**src/rtl/screen_fade_if.sv**
```systemverilog
// Screen-change request handshake between a requester (master) and the
// fade sequencer (slave).
//   req_valid  : request valid (master -> slave)
//   req_screen : requested screen index 0..3 (master -> slave)
//   req_ready  : sequencer idle and able to accept (slave -> master)
//   done       : one-cycle completion pulse (slave -> master)
//   busy       : transition in progress (slave -> master)
interface screen_fade_if;
  logic       req_valid;
  logic [1:0] req_screen;
  logic       req_ready;
  logic       done;
  logic       busy;

  modport master (output req_valid, req_screen, input req_ready, done, busy);
  modport slave  (input req_valid, req_screen, output req_ready, done, busy);
endinterface

```
**src/rtl/screen_fade_sequencer.sv**
```systemverilog
// Screen fade sequencer: on a screen-change request, fades the global RGB
// level 15 -> 0 on frame ticks, switches the chain mux select while black,
// then fades back 0 -> 15. Every level/select change happens on a v_sync
// active edge so no frame shows a mid-frame change.
//   clk_25      : pixel clock
//   reset       : synchronous, active-high
//   v_sync      : raw vertical sync from the VGA controller
//   req_if      : request handshake (req_valid/req_screen/req_ready/done/busy)
//   screen_sel  : current screen index, drives the chain mux
//   *_level     : registered per-colour levels, masked per screen
module screen_fade_sequencer #(
  parameter int          FRAMES_PER_STEP = 2,
  parameter int          INIT_SCREEN     = 0,
  parameter int          VSYNC_ACTIVE    = 0,
  parameter logic [11:0] SCREEN_MASK     = 12'hFFF
) (
  input  logic         clk_25,
  input  logic         reset,
  input  logic         v_sync,
  screen_fade_if.slave req_if,
  output logic [1:0]   screen_sel,
  output logic [3:0]   Red_level,
  output logic [3:0]   Green_level,
  output logic [3:0]   Blue_level
);
  typedef enum logic [1:0] {IDLE, FADE_OUT, SWITCH, FADE_IN} state_t;

  localparam logic       VS_ACT    = (VSYNC_ACTIVE != 0);
  localparam logic [1:0] INIT_SEL  = 2'(INIT_SCREEN);
  localparam logic [3:0] STEP_LAST = 4'(FRAMES_PER_STEP - 1);
  localparam logic [2:0] INIT_MASK = SCREEN_MASK[3*INIT_SCREEN +: 3];

  state_t     state;
  logic [3:0] level;
  logic [3:0] frame_cnt;
  logic [1:0] target;
  logic       vs_q;
  logic       done_q;
  logic [2:0][3:0] col_q; // [2]=R [1]=G [0]=B

  // Active edge of v_sync: one cycle per frame.
  logic tick, step_now;
  assign tick     = (vs_q != VS_ACT) && (v_sync == VS_ACT);
  assign step_now = tick && (frame_cnt == STEP_LAST);

  assign req_if.busy      = (state != IDLE);
  assign req_if.req_ready = (state == IDLE);
  assign req_if.done      = done_q;

  always_ff @(posedge clk_25) begin
    if (reset) begin
      state      <= IDLE;
      level      <= 4'd15;
      screen_sel <= INIT_SEL;
      target     <= INIT_SEL;
      frame_cnt  <= 4'd0;
      vs_q       <= ~VS_ACT;
      done_q     <= 1'b0;
    end else begin
      vs_q   <= v_sync;
      done_q <= 1'b0;
      case (state)
        IDLE: if (req_if.req_valid) begin
          // Same screen: nothing to fade, just acknowledge.
          if (req_if.req_screen == screen_sel) done_q <= 1'b1;
          else begin
            target    <= req_if.req_screen;
            frame_cnt <= 4'd0;
            state     <= FADE_OUT;
          end
        end
        FADE_OUT: if (tick) begin
          if (step_now) begin
            frame_cnt <= 4'd0;
            if (level != 4'd0) level <= level - 4'd1;
            if (level <= 4'd1) state <= SWITCH;
          end else frame_cnt <= frame_cnt + 4'd1;
        end
        // Held black for a full frame before the select changes.
        SWITCH: if (tick) begin
          screen_sel <= target;
          frame_cnt  <= 4'd0;
          state      <= FADE_IN;
        end
        FADE_IN: if (tick) begin
          if (step_now) begin
            frame_cnt <= 4'd0;
            if (level != 4'd15) level <= level + 4'd1;
            if (level >= 4'd14) begin
              state  <= IDLE;
              done_q <= 1'b1;
            end
          end else frame_cnt <= frame_cnt + 4'd1;
        end
        default: state <= IDLE;
      endcase
    end
  end

  // Colour outputs lag level/screen_sel by one cycle.
  logic [2:0] cur_mask;
  assign cur_mask = SCREEN_MASK[3*int'(screen_sel) +: 3];

  always_ff @(posedge clk_25) begin
    for (int c = 0; c < 3; c++) begin
      if (reset) col_q[c] <= INIT_MASK[c] ? 4'd15 : 4'd0;
      else       col_q[c] <= cur_mask[c] ? level : 4'd0;
    end
  end

  assign Red_level   = col_q[2];
  assign Green_level = col_q[1];
  assign Blue_level  = col_q[0];
endmodule
```
**src/flat_wrapper.sv**
```systemverilog
// flat-port wrapper written by rule: the top's interface ports become plain ports
module screen_fade_sequencer_flat 
#(
  parameter int          FRAMES_PER_STEP = 2,
  parameter int          INIT_SCREEN     = 0,
  parameter int          VSYNC_ACTIVE    = 0,
  parameter logic [11:0] SCREEN_MASK     = 12'hFFF
)
  (clk_25, reset, v_sync, screen_sel, Red_level, Green_level, Blue_level, req_if_req_valid, req_if_req_screen, req_if_req_ready, req_if_done, req_if_busy);
  screen_fade_if req_if_i ();
  input  logic clk_25;
  input  logic reset;
  input  logic v_sync;
  output logic [1:0] screen_sel;
  output logic [3:0] Red_level;
  output logic [3:0] Green_level;
  output logic [3:0] Blue_level;
  input wire logic [$bits(req_if_i.req_valid)-1:0] req_if_req_valid;
  input wire logic [$bits(req_if_i.req_screen)-1:0] req_if_req_screen;
  output wire logic [$bits(req_if_i.req_ready)-1:0] req_if_req_ready;
  output wire logic [$bits(req_if_i.done)-1:0] req_if_done;
  output wire logic [$bits(req_if_i.busy)-1:0] req_if_busy;
  assign req_if_i.req_valid = req_if_req_valid;
  assign req_if_i.req_screen = req_if_req_screen;
  assign req_if_req_ready = req_if_i.req_ready;
  assign req_if_done = req_if_i.done;
  assign req_if_busy = req_if_i.busy;
  screen_fade_sequencer #(.FRAMES_PER_STEP(FRAMES_PER_STEP), .INIT_SCREEN(INIT_SCREEN), .VSYNC_ACTIVE(VSYNC_ACTIVE), .SCREEN_MASK(SCREEN_MASK)) u_core (.clk_25(clk_25), .reset(reset), .v_sync(v_sync), .req_if(req_if_i), .screen_sel(screen_sel), .Red_level(Red_level), .Green_level(Green_level), .Blue_level(Blue_level));
endmodule
```
**config.mk**
```make
export PLATFORM = sky130hd
export DESIGN_NAME = screen_fade_sequencer_flat
export DESIGN_NICKNAME = d
export VERILOG_FILES = /design/src/rtl/screen_fade_if.sv /design/src/rtl/screen_fade_sequencer.sv /design/src/flat_wrapper.sv
export SDC_FILE = /design/constraint.sdc
export NUM_CORES = 1
export LEC_CHECK = 0
export ABC_CLOCK_PERIOD_IN_PS = 2850
export CAP_MARGIN = 20
export CORE_ASPECT_RATIO = 0.7
export CORE_MARGIN = 10
export CORE_UTILIZATION = 45
export DETAILED_ROUTE_END_ITERATION = 16
export PLACE_DENSITY = 0.71
export REMOVE_ABC_BUFFERS = 1
export SLEW_MARGIN = 20
export SYNTH_ARGS = -nofsm -noshare
export SYNTH_HDL_FRONTEND = slang
export SYNTH_SLANG_ARGS = --single-unit
```
**constraint.sdc**
```tcl
create_clock -name clk_25 -period 2.85 [get_ports clk_25]
set_input_delay 0.4275 -clock clk_25 [delete_from_list [all_inputs] [get_ports clk_25]]
set_output_delay 0.4275 -clock clk_25 [all_outputs]
set_load 0.1 [all_outputs]
```
==> results of run 1 <==
==> metal layers <==
metal,up-vias,GRT usage,part of all wire
met5,-,0,0
met4,0,0.0132,0.0082
met3,5,0.0489,0.065
met2,18,0.144,0.45
met1,425,0.133,0.48
li1,468,-,-
==> state kept, by name (all words and copies together) (netlist names) <==
register / count
u_core.state: 2
u_core.frame_cnt: 4
u_core.Red_level: 3
u_core.vs_q: 1
u_core.target: 2
u_core.req_if.done: 1
u_core.level: 4
u_core.screen_sel: 2
u_core.Green_level: 1
==> cells in the mapped netlist (2+ instances only) <==
library cell / instances / area (um2)
dfxtp_1: 20 / 400
nand2_1: 13 / 48.8
ha_1: 11 / 138
nor2_1: 11 / 41.3
inv_1: 9 / 33.8
buf_4: 8 / 60.1
nand3_1: 6 / 30.0
mux2i_1: 4 / 40.0
nor3_1: 4 / 20.0
or2_2: 4 / 25.0
xor2_1: 4 / 35.0
a21oi_1: 3 / 15.0
buf_6: 2 / 22.5
o211ai_1: 2 / 15.0
o21ai_0: 2 / 10.0
o32ai_1: 2 / 17.5
xnor2_1: 2 / 17.5
==> how the worst max path moves through the flow <==
stage               cells after the start                           start                            to  slack [ns]
detailed placement                      6                          v_sync  u_core.state[0]$_SDFFE_PP0P_        0.22
CTS                                     6                          v_sync  u_core.state[0]$_SDFFE_PP0P_        0.55
finish                                  6                          v_sync  u_core.state[0]$_SDFFE_PP0P_        0.55
floorplan                               0  u_core.Red_level[0]$_SDFF_PP1_                 Blue_level[0]        0.23
global placement                        6                          v_sync  u_core.state[0]$_SDFFE_PP0P_        0.26
global route                            6                          v_sync  u_core.state[0]$_SDFFE_PP0P_        0.45
==> final cells by class <==
| cell class | count | area, um2 | share of cell area |
|---|---|---|---|
| multi-input combinational | 89 | 624 | 0.471 |
| sequential | 20 | 400 | 0.302 |
| tap | 34 | 42.5 | 0.0321 |
| clock buffer | 4 | 36.3 | 0.0274 |
| inverter | 10 | 37.5 | 0.0283 |
| timing repair buffer | 23 | 185 | 0.140 |
==> metrics by stage <==
| step | cells | area [um2] | utilization |
|---|---|---|---|
| after global routing | 180 | 1330 | 0.544 |
| final | 180 | 1330 | 0.544 |
| after CTS | 180 | 1330 | 0.544 |
| after global placement | 176 | 1290 | 0.529 |
| after detailed placement | 176 | 1290 | 0.529 |
| after floorplan | 119 | 1060 | - |
==> worst max-delay path: cells and delay by family <==
family,cells,cell delay [ns]
buffers and inverters,1,0.45
AOI/OAI and AO/OA,2,0.42
and+or+nand+nor,3,1.21
==> cell families (layout without fill, tap and decap cells) <==
group,Yosys count,after routing,synth area share
buf+inv,20,37,0.105
simple gates,49,49,0.221
fa+ha+maj,11,11,0.120
mux,5,5,0.0448
compound gates,18,18,0.114
flops,20,20,0.350
xor+xnor,6,6,0.0459
==> power groups by stage <==
stage | Sequential (W) | Clock (W) | Combinational, W
after global placement | 0.000336 | 0 | 0.000508
final | 0.000332 | 0.000165 | 0.000522
after detailed placement | 0.000338 | 0 | 0.000519
after floorplan | 0.000360 | 0 | 0.000387
after global routing | 0.000337 | 0.000185 | 0.000567
after CTS | 0.000332 | 0.000173 | 0.000523
==> summary.txt, run 1 <==
Outcome
  • Outcome: complete, no violations

Hold path
  • WHS Path Cells: 2
  • Worst hold path type: reg2reg
  • Hold Path Origin: u_core.target[1]$_SDFFE_PP0P_
  • WHS Endpoint: u_core.screen_sel[1]$_SDFFE_PP0P_

Timing
  • Fin crit period: 2.30 ns
  • Max Slew Vio Count: 0
  • Final period utilization: 0.808
  • Hold slack: 0.476 ns
  • Max Clk Rate: 434 MHz
  • Worst setup margin: 0.546 ns
  • Max-slew headroom: 0.674
  • Final Hold Fails: 0
  • # setup viols final: 0
  • RSZ-0062 raised after global routing: false
  • Clk_skew: 0.00277 ns
  • Worst-Margin Slew: 0.484 ns
  • Final TNS setup: 0 ns

Logic synthesis
  • Synthesized area: 1140 um2
  • Mean Syn Cell Area: 8.87 um2
  • Cell variety after synth: 39
  • #FFs+latches synth: 20
  • Number of flops mapped to enable cells by yosys: 0
  • Ys Warns: 0
  • Main flop type after synthesis: dfxtp_1
  • Register area share after synthesis: 0.350
  • Ys async rst share: 0
  • Synth Instances: 129

Final layout
  • Commonest non-fill, non-tap cell in the layout: dfxtp_1
  • Diode count: 0
  • Layout area overhead: 15.8%
  • FILL cells: 229
  • # nets final: 164
  • Most frequent cells in the layout: dfxtp_1 (20), buf_4 (18), nand2_1 (13)
  • Layout cells sized above 1: 0.199

CTS
  • Cts bufs inserted: 3
  • Clock Tree Buf Depth: 2
  • Clock latency on the worst-skew pair: 0.30 ns
  • Root buffer cell: clkbuf_4
  • Total setup buffers inserted after CTS: 0
  • Hold buffer count at cts: 0
  • TritonCTS clock tree: yes
  • Resized Gates After CTS: 0
  • Clock Sinks: 20
  • Clock transition at the registers of the reported paths: 0.11 ns
  • CTS H-tree depth: 1

Power and ir drop
  • Peak VDD IR: 0.318 mV
  • Leakage: 0.558 nW
  • Pwr dens: 768 nW/um2
  • Seq pwr share: 0.326
  • Clk pwr share: 0.162
  • Switch share: 0.463
  • Pwr Total: 0.00102 W
  • Logic gate share of total power: 0.512
  • Switch Pwr: 0.000472 W
  • P_int: 0.000547 W

Route
  • WL per Instance: 12.9 um
  • Via count: 916
  • DRC: 0
  • DR vias/cell: 5.09
  • Post-detailed-route count of antenna-violating nets: 0
  • DR pass1 iterations: 4
  • Post-Route WL: 2330 um
  • Iteration-0 DRC count of the detailed router: 55

Global routing
  • Initial antenna violation count: 0
  • Gr ovfl total: 0
  • GRT Util Overall: 0.0999
  • Vias in the first global route: 838
  • First-pass GRT wire length: 4060 um
  • Pin count of the biggest net entering global routing: 14

Floorplan
  • Top Ports: 23
  • Core area: 2440 um2
  • Die height: 62.2 um
  • Initial Util: 0.469
  • Die area: 4990 um2
  • Die X: 80.3 um
  • Cell Rows: 15

Setup path
  • Worst EP arrival: 2.50 ns
  • Cell breakdown of the critical path: clkdlybuf4s50_1, or4b_4, or4b_1, a221o_1, nor3_1, a211oi_1
  • Reg2reg start: u_core.frame_cnt[3]$_SDFFE_PP0P_
  • CP startpoint kind: input port
  • Worst-path fanout max: 5
  • Reg2reg end: u_core.state[0]$_SDFFE_PP0P_
  • Critical Path RT: 3.05 ns
  • Setup CP Type: in2reg
  • Crit-path max cell delay: 0.53 ns
  • Worst setup EP type: register
  • Slowest library cell on the worst path: or4b_4
  • Reg2Reg Setup Slack: 0.75 ns
  • Worst R2R Path Depth: 5

Run
  • Max-Cap Viols: 0

Placed design
  • Post-DP HPWL: 1880 um
  • Routability cong.: 0.882
  • Post-Place Setup Slack: 0.220 ns
  • IO Port Bufs: 22
Power figures use the tool's default switching activity.
==> run 2, diff against run 1 <==
ABC_CLOCK_PERIOD_IN_PS = 2400   (was 2850)
clock period = 2.4 ns   (was 2.85 ns; I/O delays follow)
==> summary.txt, run 2 (synthesized netlist as in run 1, its figures left out) <==
Hold path
  • Hold Path Origin: u_core.target[1]$_SDFFE_PP0P_
  • WHS Endpoint: u_core.screen_sel[1]$_SDFFE_PP0P_
  • WHS Path Cells: 2 (unchanged)
  • Worst hold path type: reg2reg

Placed design
  • Dpl cell area: 1310 um2 (+1.2%)
  • Post-Place Setup Slack: -0.151 ns (-0.371 ns)
  • Post-DP HPWL: 1910 um (+1.4%)
  • IO Port Bufs: 22 (unchanged)
  • Routability cong.: 0.869 (-1.4%)

Setup path
  • Cell family with most CP delay: simple AND/OR/NAND/NOR gates
  • Cell breakdown of the critical path: clkdlybuf4s50_1, or4b_4, or4b_1, a221o_1, nor3_1, a211oi_1
  • Reg2reg end: u_core.state[0]$_SDFFE_PP0P_
  • Worst setup EP type: register
  • Setup CP Type: in2reg
  • Critical Path RT: 2.59 ns (-0.46 ns)
  • Worst-path fanout max: 4 (-1)
  • Worst EP arrival: 2.42 ns (-0.08 ns)
  • Slowest library cell on the worst path: or4b_1
  • WP buf/inv: 1 (unchanged)
  • Worst R2R Path Depth: 5 (unchanged)
  • Reg2Reg Setup Slack: 0.30 ns (-0.45 ns)
  • Reg2reg start: u_core.frame_cnt[3]$_SDFFE_PP0P_
  • Crit-path max cell delay: 0.52 ns (about the same)
  • CP startpoint kind: input port

Route
  • DR pass1 iterations: 4 (unchanged)
  • DR vias/cell: 5.08 (-0.24%)
  • Via count: 924 (+0.87%)
  • Post-detailed-route count of antenna-violating nets: 0 (unchanged)
  • Post-Route WL: 2360 um (+1.3%)
  • Iteration-0 DRC count of the detailed router: 90 (+64%)
  • WL per Instance: 13.0 um (+0.22%)
  • DRC: 0 (unchanged)

CTS
  • Resized Gates After CTS: 0 (unchanged)
  • CTS H-tree depth: 1 (unchanged)
  • Clock Sinks: 20 (unchanged)
  • Total setup buffers inserted after CTS: 0 (unchanged)
  • TritonCTS clock tree: yes
  • Clock transition at the registers of the reported paths: 0.11 ns (about the same)
  • Clock latency on the worst-skew pair: 0.30 ns (about the same)
  • Cts bufs inserted: 3 (unchanged)
  • Hold buffer count at cts: 0 (unchanged)
  • Root buffer cell: clkbuf_4
  • Clock Tree Buf Depth: 2 (unchanged)

Floorplan
  • Die X: 80.3 um (unchanged)
  • Die area: 4990 um2 (unchanged)
  • Cell Rows: 15 (unchanged)
  • Core area: 2440 um2 (unchanged)
  • Die height: 62.2 um (unchanged)
  • Top Ports: 23 (unchanged)
  • Initial Util: 0.469 (unchanged)

Run
  • Max-Cap Viols: 0 (unchanged)

Final layout
  • Layout cells sized above 1: 0.209 (+0.0108)
  • Final Instance Area: 1340 um2 (+1.1%)
  • Diode count: 0 (unchanged)
  • # nets final: 166 (+1.2%)
  • Most frequent cells in the layout: buf_4 (20), dfxtp_1 (20), nand2_1 (13)
  • FILL cells: 235 (+2.6%)
  • Layout area overhead: 17.2%

Timing
  • # setup viols final: 0 (unchanged)
  • Max Slew Vio Count: 0 (unchanged)
  • Final Hold Fails: 0 (unchanged)
  • Final period utilization: 0.929
  • Max Clk Rate: 448 MHz
  • Max-slew headroom: 0.716 (+0.0418)
  • Worst-Margin Slew: 0.426 ns (-0.0583 ns)
  • Fin crit period: 2.23 ns
  • Worst setup margin: 0.170 ns (-0.376 ns)
  • RSZ-0062 raised after global routing: false
  • Clk_skew: 0.00707 ns (+0.00429 ns)

Global routing
  • GRT Util Overall: 0.0974 (-0.00246)
  • Gr ovfl total: 0 (unchanged)
  • Vias in the first global route: 863 (+3.0%)
  • Pin count of the biggest net entering global routing: 14 (unchanged)
  • First-pass GRT wire length: 3960 um (-2.6%)
  • Initial antenna violation count: 0 (unchanged)

Outcome
  • Outcome: complete, no violations

Power and ir drop
  • Pwr dens: 903 nW/um2 (+18%)
  • Leakage: 0.568 nW (+1.8%)
  • Peak VDD IR: 0.464 mV (+46%)
-- run 2: cell count changes in the layout (fill, tap and decap cells not counted) --
cell   change
buf_4      +2
-- run 2: power by group --
part | switching (W) | internal [W]
logic | 0.000426 | 0.000194
registers | 0.0000310 | 0.000364
clock network | 0.000103 | 0.0000926
total | 0.000560 | 0.000651
-- run 2: worst reg2reg max path: stages (launching register included) --
cell      delay [ns]
dfxtp_1         0.34
or4b_4          0.53
or4b_1          0.52
a221o_1         0.36
nor3_1          0.16
a211oi_1        0.07
-- run 2: cell type report --
class,instances,area [um2],area share
well taps,34,42.5,0.0317
repair buffers,25,200,0.149
flip-flops and latches,20,400,0.299
inverters,10,37.5,0.0280
clock buffers,4,36.3,0.0271
multi-input cells,89,624,0.465
-- run 2: worst max path at each step --
| stage | startpoint | end | depth (start not counted) |
|---|---|---|---|
| 2_1_floorplan | u_core.Red_level[0]$_SDFF_PP1_ | Blue_level[0] | 0 |
| 3_3_place_gp | v_sync | u_core.state[0]$_SDFFE_PP0P_ | 6 |
| 3_5_place_dp | v_sync | u_core.state[0]$_SDFFE_PP0P_ | 6 |
| 4_1_cts | v_sync | u_core.state[0]$_SDFFE_PP0P_ | 6 |
| 5_1_grt | v_sync | u_core.state[0]$_SDFFE_PP0P_ | 6 |
| 6_report | v_sync | u_core.state[0]$_SDFFE_PP0P_ | 6 |
-- run 2: routing by layer --
layer / up-vias / share of wire / track usage
met2: 23 / 0.45 / 0.144
met5: - / 0 / 0
met4: 0 / 0.0055 / 0.0197
met3: 2 / 0.066 / 0.0460
li1: 473 / - / -
met1: 426 / 0.48 / 0.125
-- run 2: through the flow --
step,setup TNS [ns],power (W),hold slack [ns],utilization,std cells
2_1_floorplan,-1.89,0.000887,0.429,-,119
3_3_place_gp,-0.183,0.00100,0.457,0.535,178
3_5_place_dp,-0.267,0.00102,0.460,0.535,178
4_1_cts,0,0.00122,0.477,0.550,182
5_1_grt,0,0.00130,0.496,0.550,182
6_report,0,0.00121,0.474,0.550,182
==> run 3, diff against run 2 <==
CORE_UTILIZATION = 50   (was 45)
PLACE_DENSITY = 0.78   (was 0.71)
==> summary.txt, run 3 (synthesized netlist as in run 1, its figures left out) <==
Outcome
  • Outcome: complete, no violations

Route
  • Post-Route WL: 2360 um (about the same)
  • DRC: 0 (unchanged)
  • DR vias/cell: 5.03 (-0.85%)
  • Iteration-0 DRC count of the detailed router: 50 (-44%)
  • WL per Instance: 13.2 um (+1.8%)
  • Via count: 901 (-2.5%)
  • Post-detailed-route count of antenna-violating nets: 0 (unchanged)
  • DR pass1 iterations: 4 (unchanged)

Floorplan
  • Die height: 60.0 um (-3.5%)
  • Die X: 77.2 um (-3.9%)
  • Cell Rows: 14 (-1)
  • Top Ports: 23 (unchanged)
  • Die area: 4630 um2 (-7.2%)
  • Initial Util: 0.527 (+0.0578)
  • Core area: 2170 um2 (-11%)

CTS
  • Clock Sinks: 20 (unchanged)
  • Resized Gates After CTS: 0 (unchanged)
  • Clock transition at the registers of the reported paths: 0.10 ns (about the same)
  • Cts bufs inserted: 3 (unchanged)
  • TritonCTS clock tree: yes
  • Clock Tree Buf Depth: 2 (unchanged)
  • Total setup buffers inserted after CTS: 0 (unchanged)
  • Clock latency on the worst-skew pair: 0.30 ns (about the same)
  • Hold buffer count at cts: 0 (unchanged)
  • Root buffer cell: clkbuf_4
  • CTS H-tree depth: 1 (unchanged)

Setup path
  • Setup crit end: u_core.state[0]$_SDFFE_PP0P_
  • Worst-path fanout max: 4 (unchanged)
  • Reg2Reg Setup Slack: 0.34 ns (+0.04 ns)
  • Worst setup EP type: register
  • Worst EP arrival: 2.40 ns (-0.02 ns)
  • Critical Path RT: 2.59 ns (about the same)
  • Worst R2R Path Depth: 5 (unchanged)
  • Reg2reg start: u_core.frame_cnt[3]$_SDFFE_PP0P_
  • Critical Path Start: v_sync
  • CP startpoint kind: input port
  • Setup CP Type: in2reg
  • Reg2reg end: u_core.state[0]$_SDFFE_PP0P_

Placed design
  • IO Port Bufs: 22 (unchanged)
  • Post-DP HPWL: 1910 um (+0.17%)
  • Post-Place Setup Slack: -0.142 ns (+0.00831 ns)
  • Dpl cell area: 1300 um2 (-0.19%)
  • Routability cong.: 0.849 (-2.3%)

Final layout
  • # nets final: 166 (unchanged)
  • Most frequent cells in the layout: buf_4 (20), dfxtp_1 (20), nand2_1 (13)
  • Layout area overhead: 15.7%
  • Final Instance Area: 1330 um2 (-1.2%)
  • Layout cells sized above 1: 0.204 (-0.00538)
  • Diode count: 0 (unchanged)

Run
  • Max-Cap Viols: 0 (unchanged)

Hold path
  • Hold Path Origin: u_core.target[1]$_SDFFE_PP0P_
  • Worst hold path type: reg2reg

Global routing
  • Initial antenna violation count: 0 (unchanged)
  • Pin count of the biggest net entering global routing: 11 (-3)
  • Vias in the first global route: 879 (+1.9%)
  • GRT Util Overall: 0.108 (+0.0110)
  • Gr ovfl total: 0 (unchanged)
  • First-pass GRT wire length: 4080 um (+3.0%)

Timing
  • Fin crit period: 2.21 ns (-0.0227 ns)
  • # setup viols final: 0 (unchanged)
  • RSZ-0062 raised after global routing: false
  • Max-slew headroom: 0.709 (-0.00681)
  • Max Slew Vio Count: 0 (unchanged)
  • Final period utilization: 0.920 (-0.00946)
  • Worst setup margin: 0.193 ns (+0.0227 ns)
  • Clk_skew: 0.00223 ns (-0.00484 ns)
  • Final Hold Fails: 0 (unchanged)
  • Worst-Margin Slew: 0.436 ns (+0.0102 ns)
  • Max Clk Rate: 453 MHz (+1.0%)

Power and ir drop
  • Pwr dens: 881 nW/um2 (-2.4%)
  • Peak VDD IR: 0.448 mV (-3.5%)
  • Leakage: 0.561 nW (-1.3%)
==> run 3: cell types whose count changed in the layout (fill, tap and decap cells not counted) <==
cell,previous run,this run
clkbuf_8,1,0
==> run 3: critical path: stages <==
cell and delay [ns]:
clkdlybuf4s50_1 0.46, or4b_4 0.50, or4b_1 0.52, a221o_1 0.35
nor3_1 0.14, a211oi_1 0.07
==> run 3: power breakdown <==
group          leakage, nW  internal, W  switching [W]
clock network       0.0138    0.0000585      0.0000971
registers            0.163     0.000364      0.0000315
logic                0.384     0.000195       0.000422
total                0.561     0.000617       0.000550
==> run 3: worst min-delay path by stage <==
| stage | end | slack [ns] | depth (start not counted) |
|---|---|---|---|
| after floorplan | u_core.screen_sel[0]$_SDFFE_PP0P_ | 0.43 | 1 |
| after CTS | u_core.screen_sel[1]$_SDFFE_PP0P_ | 0.49 | 2 |
| after global routing | u_core.screen_sel[1]$_SDFFE_PP0P_ | 0.51 | 2 |
| final | u_core.screen_sel[1]$_SDFFE_PP0P_ | 0.48 | 2 |
| after global placement | u_core.screen_sel[0]$_SDFFE_PP0P_ | 0.46 | 2 |
| after detailed placement | u_core.screen_sel[1]$_SDFFE_PP0P_ | 0.47 | 2 |
==> run 3: per-stage QoR <==
step	hold WS [ns]	instances	power [W]	utilization	setup TNS [ns]
2_1_floorplan	0.429	119	0.000887	-	-1.89
3_3_place_gp	0.458	176	0.00100	0.600	-0.148
3_5_place_dp	0.466	176	0.00102	0.600	-0.289
4_1_cts	0.490	179	0.00118	0.610	0
5_1_grt	0.508	179	0.00124	0.610	0
6_report	0.479	179	0.00117	0.610	0
==> run 3: cell type report <==
cell class / instances / area, um2
Fill cell: 214 / 847
Multi-Input combinational cell: 89 / 624
Sequential cell: 20 / 400
Timing Repair Buffer: 25 / 200
Tap cell: 32 / 40.0
Inverter: 10 / 37.5
Clock buffer: 3 / 22.5
==> run 3: metal layers <==
layer,vias up,track usage,wire length [um]
li1,477,-,-
met1,403,0.126,1110
met2,19,0.179,1080
met3,2,0.0479,160
met4,0,0.0311,13
met5,-,0,0
